**src/rtl/digit_buf_pkg.sv**
```systemverilog
// Shared digit-buffer dimensions, reused by the UART decoder and the display path.
package digit_buf_pkg;

  localparam int unsigned DIGIT_W     = 4;
  localparam int unsigned DIGIT_DEPTH = 8;

endpackage

```
**src/rtl/nibble_digit_buffer.sv**
```systemverilog
// Right-aligned digit register buffer with addressed write, push/pop shift entry,
// an occupancy count and a one-cycle error pulse for rejected operations.
module nibble_digit_buffer
  import digit_buf_pkg::*;
#(
  parameter int unsigned WIDTH = DIGIT_W,
  parameter int unsigned DEPTH = DIGIT_DEPTH,
  parameter int unsigned AW    = $clog2(DEPTH)
) (
  input  logic                   clk,
  input  logic                   reset,
  input  logic                   clear,
  input  logic                   wr_en,
  input  logic [AW-1:0]          addr,
  input  logic                   push,
  input  logic                   pop,
  input  logic [WIDTH-1:0]       wr_data,
  output logic [DEPTH*WIDTH-1:0] data_out,
  output logic [AW:0]            count,
  output logic                   full,
  output logic                   empty,
  output logic                   err
);

  localparam logic [AW:0] FullCnt = (AW+1)'(DEPTH);
  localparam logic [AW:0] CntOne  = (AW+1)'(1);

  logic [WIDTH-1:0] r_mem [0:DEPTH-1];
  logic [AW:0]      r_count;
  logic             r_err;

  logic [WIDTH-1:0] w_shl [0:DEPTH-1];
  logic [WIDTH-1:0] w_shr [0:DEPTH-1];
  logic             w_full;
  logic             w_empty;
  logic             w_addr_ok;
  logic             w_push_op;

  assign w_full  = (r_count == FullCnt);
  assign w_empty = (r_count == '0);

  // Push+pop on an empty buffer degenerates to a plain push.
  assign w_push_op = push && (!pop || w_empty);

  assign w_shl[DEPTH-1] = wr_data;
  assign w_shr[0]       = '0;

  for (genvar i = 0; i < DEPTH; i++) begin : g_shift
    if (i < DEPTH - 1) begin : g_left
      assign w_shl[i] = r_mem[i+1];
    end
    if (i > 0) begin : g_right
      assign w_shr[i] = r_mem[i-1];
    end
    assign data_out[(DEPTH-1-i)*WIDTH +: WIDTH] = r_mem[i];
  end

  if ((1 << AW) == DEPTH) begin : g_addr_pow2
    assign w_addr_ok = 1'b1;
  end else begin : g_addr_range
    assign w_addr_ok = ({1'b0, addr} < FullCnt);
  end

  always_ff @(posedge clk) begin
    if (reset || clear) begin
      for (int i = 0; i < DEPTH; i++) begin
        r_mem[i] <= '0;
      end
      r_count <= '0;
      r_err   <= 1'b0;
    end else if (w_push_op) begin
      if (w_full) begin
        r_err <= 1'b1;
      end else begin
        r_mem   <= w_shl;
        r_count <= r_count + CntOne;
        r_err   <= wr_en;
      end
    end else if (push && pop) begin
      r_mem[DEPTH-1] <= wr_data;
      r_err          <= wr_en;
    end else if (pop) begin
      if (w_empty) begin
        r_err <= 1'b1;
      end else begin
        r_mem   <= w_shr;
        r_count <= r_count - CntOne;
        r_err   <= wr_en;
      end
    end else if (wr_en) begin
      if (w_addr_ok) begin
        r_mem[addr] <= wr_data;
      end
      r_err <= !w_addr_ok;
    end else begin
      r_err <= 1'b0;
    end
  end

  assign count = r_count;
  assign full  = w_full;
  assign empty = w_empty;
  assign err   = r_err;

endmodule

```
**config.mk**
```make
export PLATFORM = sky130hd
export DESIGN_NAME = nibble_digit_buffer
export DESIGN_NICKNAME = d
export VERILOG_FILES = /design/src/rtl/digit_buf_pkg.sv /design/src/rtl/nibble_digit_buffer.sv
export SDC_FILE = /design/constraint.sdc
export NUM_CORES = 1
export LEC_CHECK = 0
export CAP_MARGIN = 20
export CELL_PAD_IN_SITES_DETAIL_PLACEMENT = 0
export CELL_PAD_IN_SITES_GLOBAL_PLACEMENT = 1
export CORE_MARGIN = 2
export CORE_UTILIZATION = 38
export CTS_CLUSTER_DIAMETER = 60
export DETAILED_ROUTE_END_ITERATION = 8
export PLACE_DENSITY = 0.88
export SYNTH_ARGS = -nofsm -noshare
export SYNTH_HDL_FRONTEND = slang
export SYNTH_SLANG_ARGS = --single-unit
```
**constraint.sdc**
```tcl
create_clock -name clk -period 3.39 [get_ports clk]
set_input_delay 0.678 -clock clk [delete_from_list [all_inputs] [get_ports clk]]
set_output_delay 0.678 -clock clk [all_outputs]
set_load 0.005 [all_outputs]
```
# After elaboration in Yosys (flattened, before gate mapping)
# Index checks and enable logic that the tools add are counted.
# totals
reg_bits	37
output_inout_bits	39
elab_cells	54
# op_classes
n_addsub	2
n_lt_le_gt_ge	2
eq_ne	6
mux	20
bitwise	1
reduce_logical	13
# op_table
op	count
2-to-1 mux 32 bit	5
bitwise mux 32 bit	1
2-to-1 mux 28 bit	1
2-to-1 mux 4 bit	7
demux 4 bit (select 3 bit)	1
AND reduction 4 bit	2
2-to-1 mux 1 bit	5
adder 4 x 1 -> 4 bit, second input constant	1
== test 4 bit, second input constant	1
greater-or-equal comparator 4 bit, second input constant	1
logical NOT 4 bit	1
less-than comparator 4 x 1 -> 1 bit, second input constant	1
!= test 2 bit, second input constant	2
!= test 4 x 2 -> 1 bit, second input constant	1
NOT 3 -> 4 bit	1
nonzero test 4 bit	1
subtractor 4 x 1 -> 4 bit, second input constant	1
logical AND 1 bit	3
!= test 3 x 2 -> 1 bit, second input constant	1
AND reduction 3 bit	1
nonzero test 3 bit	1
logical OR 1 bit	2
!= test 2 x 1 -> 1 bit, second input constant	1
nonzero test 2 bit	1
logical NOT 1 bit	1

# Logic depth before layout (Yosys ltp)
# Gate-level depths: netlist of the first run.
# logic_depth
ltp_word	10
depth_mapped	11
ltp_nobuf	8

# Worst setup path before layout of the first run
# Ideal clock, no wire load.
# synth_timing
path_kind	in2reg
from	in push
to	reg r_count[3] (netlist: count[3])
t_arrival_ps	2337
required_time_ps	3251
slack_ps	915
cell_stages	10
path_cell_list	buf_2 -> and2_1 -> buf_6 -> inv_4 -> buf_6 -> ha_1 -> a21o_1 -> a211o_1 -> o221ai_1 -> a41oi_1
# synth_via
elab_chain_cells	3
# synth_lines
item	line_no	text
start, declared	nibble_digit_buffer.sv:15	input logic push,
logical AND 1 bit, on equally long branches	nibble_digit_buffer.sv:43, nibble_digit_buffer.sv:79	
!= test 2 x 1 -> 1 bit (no source line) (tied with other cells)	--	
AND reduction 4 bit (no source line)	--	
end signal, assigned	nibble_digit_buffer.sv:76	r_count <= r_count + CntOne;
end signal, assigned	nibble_digit_buffer.sv:87	r_count <= r_count - CntOne;
end, declared	nibble_digit_buffer.sv:29	logic [AW:0] r_count;
# Parallel ways exist; a longest one is shown, timed or not.
# A chain may end at the register's enable or synchronous reset.

# Worst setup path in the final report of the first run
# layout_timing
from	reg r_count[3] (netlist: count[3])
to	out full
# layout_via
elab_chain_cells	1
# layout_lines
item	line_no	text
== test 4 bit	nibble_digit_buffer.sv:39	assign w_full = (r_count == FullCnt);
end, declared	nibble_digit_buffer.sv:20	output logic full,
# No other way between the ends.

==> results of run 1 <==
[power groups by stage]
stage                     combinational (mW)  sequential [mW]  clock (mW)
after floorplan                        0.184            0.466           0
after global placement                 0.249            0.473           0
after detailed placement               0.251            0.474           0
after CTS                              0.254            0.463       0.382
after global routing                   0.280            0.466       0.394
final                                  0.254            0.464       0.373
[final cells by class]
cell class | instances | area share
Multi-Input combinational cell | 239 | 0.529
Sequential cell | 37 | 0.232
Timing Repair Buffer | 56 | 0.170
Tap cell | 80 | 0.0313
Clock buffer | 5 | 0.0215
Clock inverter | 2 | 0.0110
Inverter | 4 | 0.00548
[layer usage]
metal | track usage | part of all wire | up-vias
li1 | - | - | 1237
met1 | 0.283 | 0.46 | 1194
met2 | 0.322 | 0.47 | 82
met3 | 0.0324 | 0.049 | 8
met4 | 0.0739 | 0.013 | 0
met5 | 0 | 0 | -
[per-stage QoR]
stage                     instances  power (mW)  hold slack (ns)  cell area [um^2]  setup WS (ns)
after global placement          416       0.722            0.487              3090          0.697
after floorplan                 307       0.651            0.467              2590          0.915
after detailed placement        416       0.725            0.479              3090          0.628
after global routing            423        1.14            0.523              3200          0.611
after CTS                       423        1.10            0.496              3200          0.717
final                           423        1.09            0.498              3200          0.746
[state kept, by name (all words and copies together), names as in the netlist]
register  cells
data_out     32
count         4
err           1
[synthesized netlist by cell type (all sizes together), types with 5 or more instances]
cell type / count
o211ai: 28
or3: 9
mux2i: 29
buf: 17
nand3b: 5
nand2b: 7
nand2: 44
clkbuf: 10
o21ai: 33
o31ai: 25
a21oi: 8
dfxtp: 37
nor3: 6
[path summary, 6_finish.rpt]
| path | from | end | slack, ns | depth (start not counted) |
|---|---|---|---|---|
| setup / recovery | count[3] | full | 0.75 | 3 |
| hold / removal | data_out[2] | data_out[2] | 0.50 | 2 |
| setup reg to reg | count[0] | count[3] | 0.76 | 8 |
| hold reg to reg | data_out[2] | data_out[2] | 0.50 | 2 |
[tightest hold or removal path: stages, from the launching register on]
cell	delay, ns
dfxtp_1	0.33
nand2_1	0.06
mux2i_1	0.06
[kinds of logic after synthesis]
family / share of synthesized area
AO/OA/AOI/OAI: 0.312
AND/OR/NAND/NOR: 0.207
flip-flops: 0.286
buffers and inverters: 0.0609
multiplexers: 0.112
adder cells (fa/ha/maj): 0.0174
XOR/XNOR: 0.00339
==> results.json, run 1 <==
{
  "worstPathArrival_ns": 1.97,
  "status": "completed",
  "die_area_um2": 7480,
  "drive_gt1_frac": 0.0991,
  "placementRows": 30,
  "setup_viol": 0,
  "grt_remaining_overflow": 0,
  "clkTransAtPathRegs_ns": 0.07,
  "start_util": 0.387,
  "die_width_um": 86.5,
  "tightest_slew_ns": 0.538,
  "async_flop_share": 0,
  "multi_input_area_um2": 1690,
  "cts.repair.resized": 0,
  "cts_setup_buffers": 0,
  "cp_cell_sequence": "or4b_4 > inv_1 > clkdlybuf4s50_1",
  "cts_tree": "built",
  "synth_cells": 307,
  "post-route-drc-count": 0,
  "powerDensity_nw_per_um2": 341,
  "p_leak_nw": 1.10,
  "grt_pass1_vias": 2384,
  "post_synth_num_cell_types": 46,
  "drt-pass1-iter-count": 4,
  "postSynthAreaPerCell_um2": 8.43,
  "fin_util": 0.478,
  "cp.required_ns": 2.71,
  "maxCapViolations": 0,
  "critical_path_peak_fanout": 9,
  "clock-sinks": 37,
  "clk_path_buf_depth": 2,
  "ys_dominant_reg_cell": "dfxtp_1",
  "tns_ns": 0,
  "ys_warn_count": 0,
  "synth_top_area_share": 0.286,
  "portBuffers": 51,
  "internal-power_uw": 766,
  "fmax_mhz": 378,
  "cts_buffers": 5,
  "final_common_cell": "clkdlybuf4s50_1",
  "clk_latency_ns": 0.29,
  "grt_antenna_before_repair": 0,
  "ant_nets": 0,
  "critPathBufInv": 2,
  "core_area_um2": 6680,
  "vias": 2521,
  "grtUsageTotal": 0.204,
  "critPathTopFamily": "flip-flops",
  "vias_per_cell": 5.96,
  "pwr-share-seq": 0.425,
  "ctsRootBufferMaster": "clkbuf_8",
  "switching_share": 0.297,
  "htree_levels": 2,
  "synth_edf_count": 0,
  "hold_buffers": 0,
  "routabilityCongestion": 0.839,
  "grt_max_degree": 60,
  "cp_slowest_stage_delay_ns": 0.57,
  "timing_worst_setup_path_type": "register to output port",
  "hold_violations": 0,
  "timing.final.crit_share": 0.780,
  "min_path_type": "register to register",
  "p_comb_frac": 0.233,
  "wl_per_cell_um": 17.2,
  "start_kind": "register",
  "ys_seq_area_frac": 0.286,
  "crit_path_end_kind": "output port",
  "synth-seq-cells": 37,
  "nFillCells": 667,
  "synth_area_um2": 2590,
  "max_slew_margin": 0.641,
  "syn2layout_area_growth_pct": 23.5,
  "synth_area_leaders": "dfxtp_1, mux2i_1, o211ai_1, o31ai_1, nand2_1",
  "dp_hpwl_um": 5250,
  "drt-total-wl_um": 7260,
  "irDropWorstVdd_mv": 0.226,
  "drt_iter0_markers": 147,
  "final_cell_mix": "clkdlybuf4s50_1, nand2_1, dfxtp_1",
  "ioPinCount": 52,
  "power.net_switching_uw": 324,
  "syn-num-nets": 323,
  "grt_pass1_wl_um": 12100,
  "slew_violations": 0,
  "finalCriticalPeriod_ns": 2.64,
  "rsz0062_at_grt": "no",
  "die_h_um": 86.5,
  "skew_ns": 0.00439,
  "regArea_um2": 741,
  "synth_area_leader_cell": "dfxtp_1",
  "slowest_stage": "dfxtp_1",
  "diodes": 0,
  "final_nets": 359,
  "power.clock.fraction": 0.342
}
Power figures use the tool's default switching activity.
==> run 2, diff against run 1 <==
Clock period 3.39 ns to 2.5 ns, I/O delays scaled along.
==> run 2 against run 1 <==
Net effect: flip-flop and latch count unchanged; non-clock buffer count up 11; design area up 2.6%; highest routed layer unchanged; register-to-register slack worse by 0.52 ns; setup slack worse by 0.67 ns; global-route usage down 0.12 points; sequential power up 33%; routed wire length up 1.9%; via count up 1.3%; power up 34%; die area unchanged; clock skew about the same.
==> results.json, run 2 (synthesized netlist as in run 1, its figures left out) <==
{
  "status": "completed",
  "wl_per_cell_um": 17.0,
  "final_common_cell": "clkdlybuf4s50_1",
  "final_nets": 370,
  "syn2layout_area_growth_pct": 26.8,
  "cp_slowest_stage_delay_ns": 0.54,
  "fmax_mhz": 413,
  "timing_worst_setup_path_type": "register to output port",
  "hold_violations": 0,
  "grt_remaining_overflow": 0,
  "setup_viol": 0,
  "irDropWorstVdd_mv": 0.200,
  "dpl_cell_area_um2": 3180,
  "dp_hpwl_um": 5430,
  "maxCapViolations": 0,
  "cts_buffers": 5,
  "grt_pass1_vias": 2450,
  "vias": 2553,
  "drive_gt1_frac": 0.130,
  "grt_pass1_wl_um": 12000,
  "drt_iter0_markers": 154,
  "worstPathArrival_ns": 1.92,
  "nFillCells": 673,
  "min_path_type": "register to register",
  "max_slew_margin": 0.626,
  "ioPinCount": 52,
  "clock-sinks": 37,
  "core_area_um2": 6680,
  "tns_ns": 0,
  "hold_slack_ns": 0.495,
  "clk_path_buf_depth": 2,
  "cts_tree": "built",
  "crit_path_end_kind": "output port",
  "drt-total-wl_um": 7400,
  "die_width_um": 86.5,
  "rsz0062_at_grt": "no",
  "tightest_slew_ns": 0.561,
  "clkTransAtPathRegs_ns": 0.07,
  "placementRows": 30,
  "cp.required_ns": 2.00,
  "routabilityCongestion": 0.868,
  "slowest_stage": "or4b_4",
  "p_leak_nw": 1.16,
  "cp_cell_sequence": "or4b_4 > inv_1 > clkdlybuf4s50_1",
  "start_util": 0.387,
  "ant_nets": 0,
  "clk_latency_ns": 0.29,
  "htree_levels": 2,
  "final_cell_mix": "clkdlybuf4s50_1, nand2_1, dfxtp_1",
  "regArea_um2": 741,
  "portBuffers": 51,
  "powerDensity_nw_per_um2": 446,
  "skew_ns": 0.00403,
  "die_area_um2": 7480,
  "largest_reg_flops": 32,
  "vias_per_cell": 5.87,
  "grt_max_degree": 34,
  "start_kind": "register",
  "multi_input_area_um2": 1690,
  "grtUsageTotal": 0.203,
  "timing.final.crit_share": 0.968,
  "die_h_um": 86.5,
  "critical_path_peak_fanout": 6,
  "drt-pass1-iter-count": 4,
  "finalCriticalPeriod_ns": 2.42,
  "post-route-drc-count": 0,
  "ctsRootBufferMaster": "clkbuf_8",
  "diodes": 0,
  "grt_antenna_before_repair": 0,
  "cts_setup_buffers": 0,
  "final_area_um2": 3280,
  "hold_buffers": 0,
  "slew_violations": 0
}
[run 2: cell count changes in the layout (fill, tap and decap cells not counted), sizes merged]
cell | previous run | this run
buf | 6 | 17
bufinv | 1 | 0
clkbuf | 5 | 7
[run 2: report_power, final]
part	switching (mW)	internal, mW	total (mW)
combinational	0.213	0.164	0.377
sequential	0.0144	0.602	0.617
clock	0.218	0.249	0.468
[run 2: critical path: cells and delay by family (launching register included)]
kind	cells	cell delay [ns]
buffers and inverters	2	0.56
AND/OR/NAND/NOR	1	0.54
flip-flops	1	0.53
[run 2: metal layers]
layer / up-vias / part of all wire / track usage
li1: 1248 / - / -
met1: 1208 / 0.46 / 0.280
met2: 83 / 0.46 / 0.317
met3: 14 / 0.059 / 0.0257
met4: 0 / 0.022 / 0.0923
met5: - / 0 / 0
[run 2: path summary, 6_finish.rpt]
kind,end,cells past startpoint,start,slack (ns)
max,full,3,count[3],0.08
min,data_out[2],2,data_out[2],0.49
max reg2reg,count[3],8,count[0],0.24
min reg2reg,data_out[2],2,data_out[2],0.49
[run 2: through the flow]
stage	std cells	utilization	power [mW]	worst slack, ns
CTS	435	0.490	1.47	0.0380
global placement	427	0.475	1.00	0.104
finish	435	0.491	1.46	0.0791
global route	435	0.491	1.53	0.0239
detailed placement	427	0.475	1.00	0.0767
floorplan	307	-	0.883	0.0263
[run 2: final cells by class]
type	count	area share
Clock inverter	1	0.00153
Multi-Input combinational cell	239	0.516
Clock buffer	7	0.0294
Tap cell	80	0.0305
Inverter	4	0.00534
Sequential cell	37	0.226
Timing Repair Buffer	67	0.192
[run 2: repair_timing]
action / 4_1_cts / 5_1_grt
hold endpoints to repair: 0 / 0
resized for setup: 0 / 1
setup endpoints to repair: 0 / 1
==> run 3, diff against run 2 <==
Settings changed: PLACE_DENSITY 0.88 to 0.78.
==> run 3 against run 2 <==
Net effect: via count grew 1.8%; final cell count grew 0.23%; register-to-register slack is essentially flat; routed wire length grew 0.89%; sequential power is essentially flat; largest power group unchanged; setup slack lost 0.0092 ns; flip-flop and latch count is the same; non-clock buffer count grew 2; first-iteration DRC count grew 11%; fmax shrank 0.38%; die area is the same.
==> results.json, run 3 (synthesized netlist as in run 1, its figures left out) <==
{
  "portBuffers": 51,
  "ctsRootBufferMaster": "clkbuf_8",
  "start_kind": "register",
  "multi_input_area_um2": 1690,
  "max_slew_margin": 0.668,
  "cts.repair.resized": 0,
  "irDropWorstVdd_mv": 0.180,
  "ant_nets": 0,
  "skew_ns": 0.00476,
  "cp_cell_sequence": "buf_4 > or4b_4 > inv_1 > clkdlybuf4s50_1",
  "rsz0062_at_grt": "no",
  "final_cell_mix": "clkdlybuf4s50_1, nand2_1, dfxtp_1",
  "maxCapViolations": 0,
  "rrSetupSlack_ns": 0.24,
  "min_path_type": "register to register",
  "critPathTopFamily": "buffers and inverters",
  "timing.final.crit_share": 0.972,
  "dp.cells": 429,
  "core_area_um2": 6680,
  "tightest_slew_ns": 0.498,
  "p_leak_nw": 1.16,
  "cts_buffers": 5,
  "die_h_um": 86.5,
  "die_width_um": 86.5,
  "placementRows": 30,
  "slowest_stage": "or4b_4",
  "grt_antenna_before_repair": 0,
  "worstPathArrival_ns": 1.93,
  "grt_busiest_layer": "met2",
  "htree_levels": 2,
  "regArea_um2": 741,
  "grt_pass1_wl_um": 12500,
  "cts_setup_buffers": 0,
  "dp_hpwl_um": 5510,
  "timing_worst_setup_path_type": "register to output port",
  "cp.required_ns": 2.00,
  "clk_path_buf_depth": 2,
  "vias": 2600,
  "use_met1": 0.291,
  "start_util": 0.387,
  "met3_usage": 0.0410,
  "clkTransAtPathRegs_ns": 0.07,
  "met2_usage": 0.322,
  "status": "completed",
  "slew_violations": 0,
  "fmax_mhz": 412,
  "critPathBufInv": 3,
  "instances_no_fill": 436,
  "final_nets": 372,
  "vias_per_cell": 5.96,
  "hold_buffers": 0,
  "clk_latency_ns": 0.29,
  "clock-sinks": 37,
  "grt_max_degree": 34,
  "largest_reg_flops": 32,
  "setup_viol": 0,
  "die_area_um2": 7480,
  "tns_ns": 0,
  "wl_per_cell_um": 17.1,
  "powerDensity_nw_per_um2": 436,
  "hold_violations": 0,
  "finalCriticalPeriod_ns": 2.43,
  "grt_pass1_vias": 2470,
  "nFillCells": 649,
  "diodes": 0,
  "drive_gt1_frac": 0.129,
  "fin_util": 0.492,
  "drt-total-wl_um": 7470,
  "grtUsageTotal": 0.209,
  "grt_remaining_overflow": 0,
  "crit_path_end_kind": "output port",
  "drt-pass1-iter-count": 5,
  "drt_iter0_markers": 171,
  "syn2layout_area_growth_pct": 27.1,
  "final_common_cell": "clkdlybuf4s50_1",
  "cp_slowest_stage_delay_ns": 0.57,
  "cts_tree": "built",
  "routabilityCongestion": 0.846,
  "post-route-drc-count": 0,
  "critical_path_peak_fanout": 8,
  "ioPinCount": 52
}
## run 3: worst register-to-register path, stage by stage (launching register included)
cell,delay [ns]
dfxtp_1,0.35
o41ai_4,0.43
and2_1,0.26
inv_4,0.07
ha_1,0.27
a21o_1,0.19
a211o_1,0.29
o221ai_1,0.17
a41oi_1,0.13
## run 3: routing by layer
layer / vias to the layer above / share of wire
met2: 93 / 0.46
li1: 1256 / -
met1: 1234 / 0.47
met3: 17 / 0.052
met5: - / 0
met4: 0 / 0.020
## run 3: final cells by class
class / count / area share
repair buffers: 69 / 0.199
inverters: 4 / 0.00533
flip-flops and latches: 37 / 0.225
clock buffers: 7 / 0.0262
well taps: 80 / 0.0304
multi-input cells: 239 / 0.514
## run 3: path summary, 6_finish.rpt
path | startpoint | cells past startpoint | endpoint
min | data_out[3] | 2 | data_out[3]
max reg2reg | count[0] | 8 | count[3]
min reg2reg | data_out[3] | 2 | data_out[3]
max | count[2] | 4 | full
## run 3: power by group
group | switching [mW] | leakage [nW] | internal (mW) | total (mW)
combinational | 0.216 | 0.819 | 0.171 | 0.388
clock | 0.210 | 0.0443 | 0.219 | 0.429
sequential | 0.0141 | 0.299 | 0.603 | 0.617
## run 3: through the flow
| stage | hold WS (ns) | setup WS (ns) | instance area, um^2 | total power, mW |
|---|---|---|---|---|
| global route | 0.500 | 0.0167 | 3290 | 1.50 |
| detailed placement | 0.478 | 0.0561 | 3200 | 1.01 |
| finish | 0.490 | 0.0699 | 3290 | 1.43 |
| global placement | 0.470 | 0.0961 | 3200 | 1.01 |
| CTS | 0.494 | 0.0265 | 3290 | 1.44 |
| floorplan | 0.467 | 0.0263 | 2590 | 0.883 |
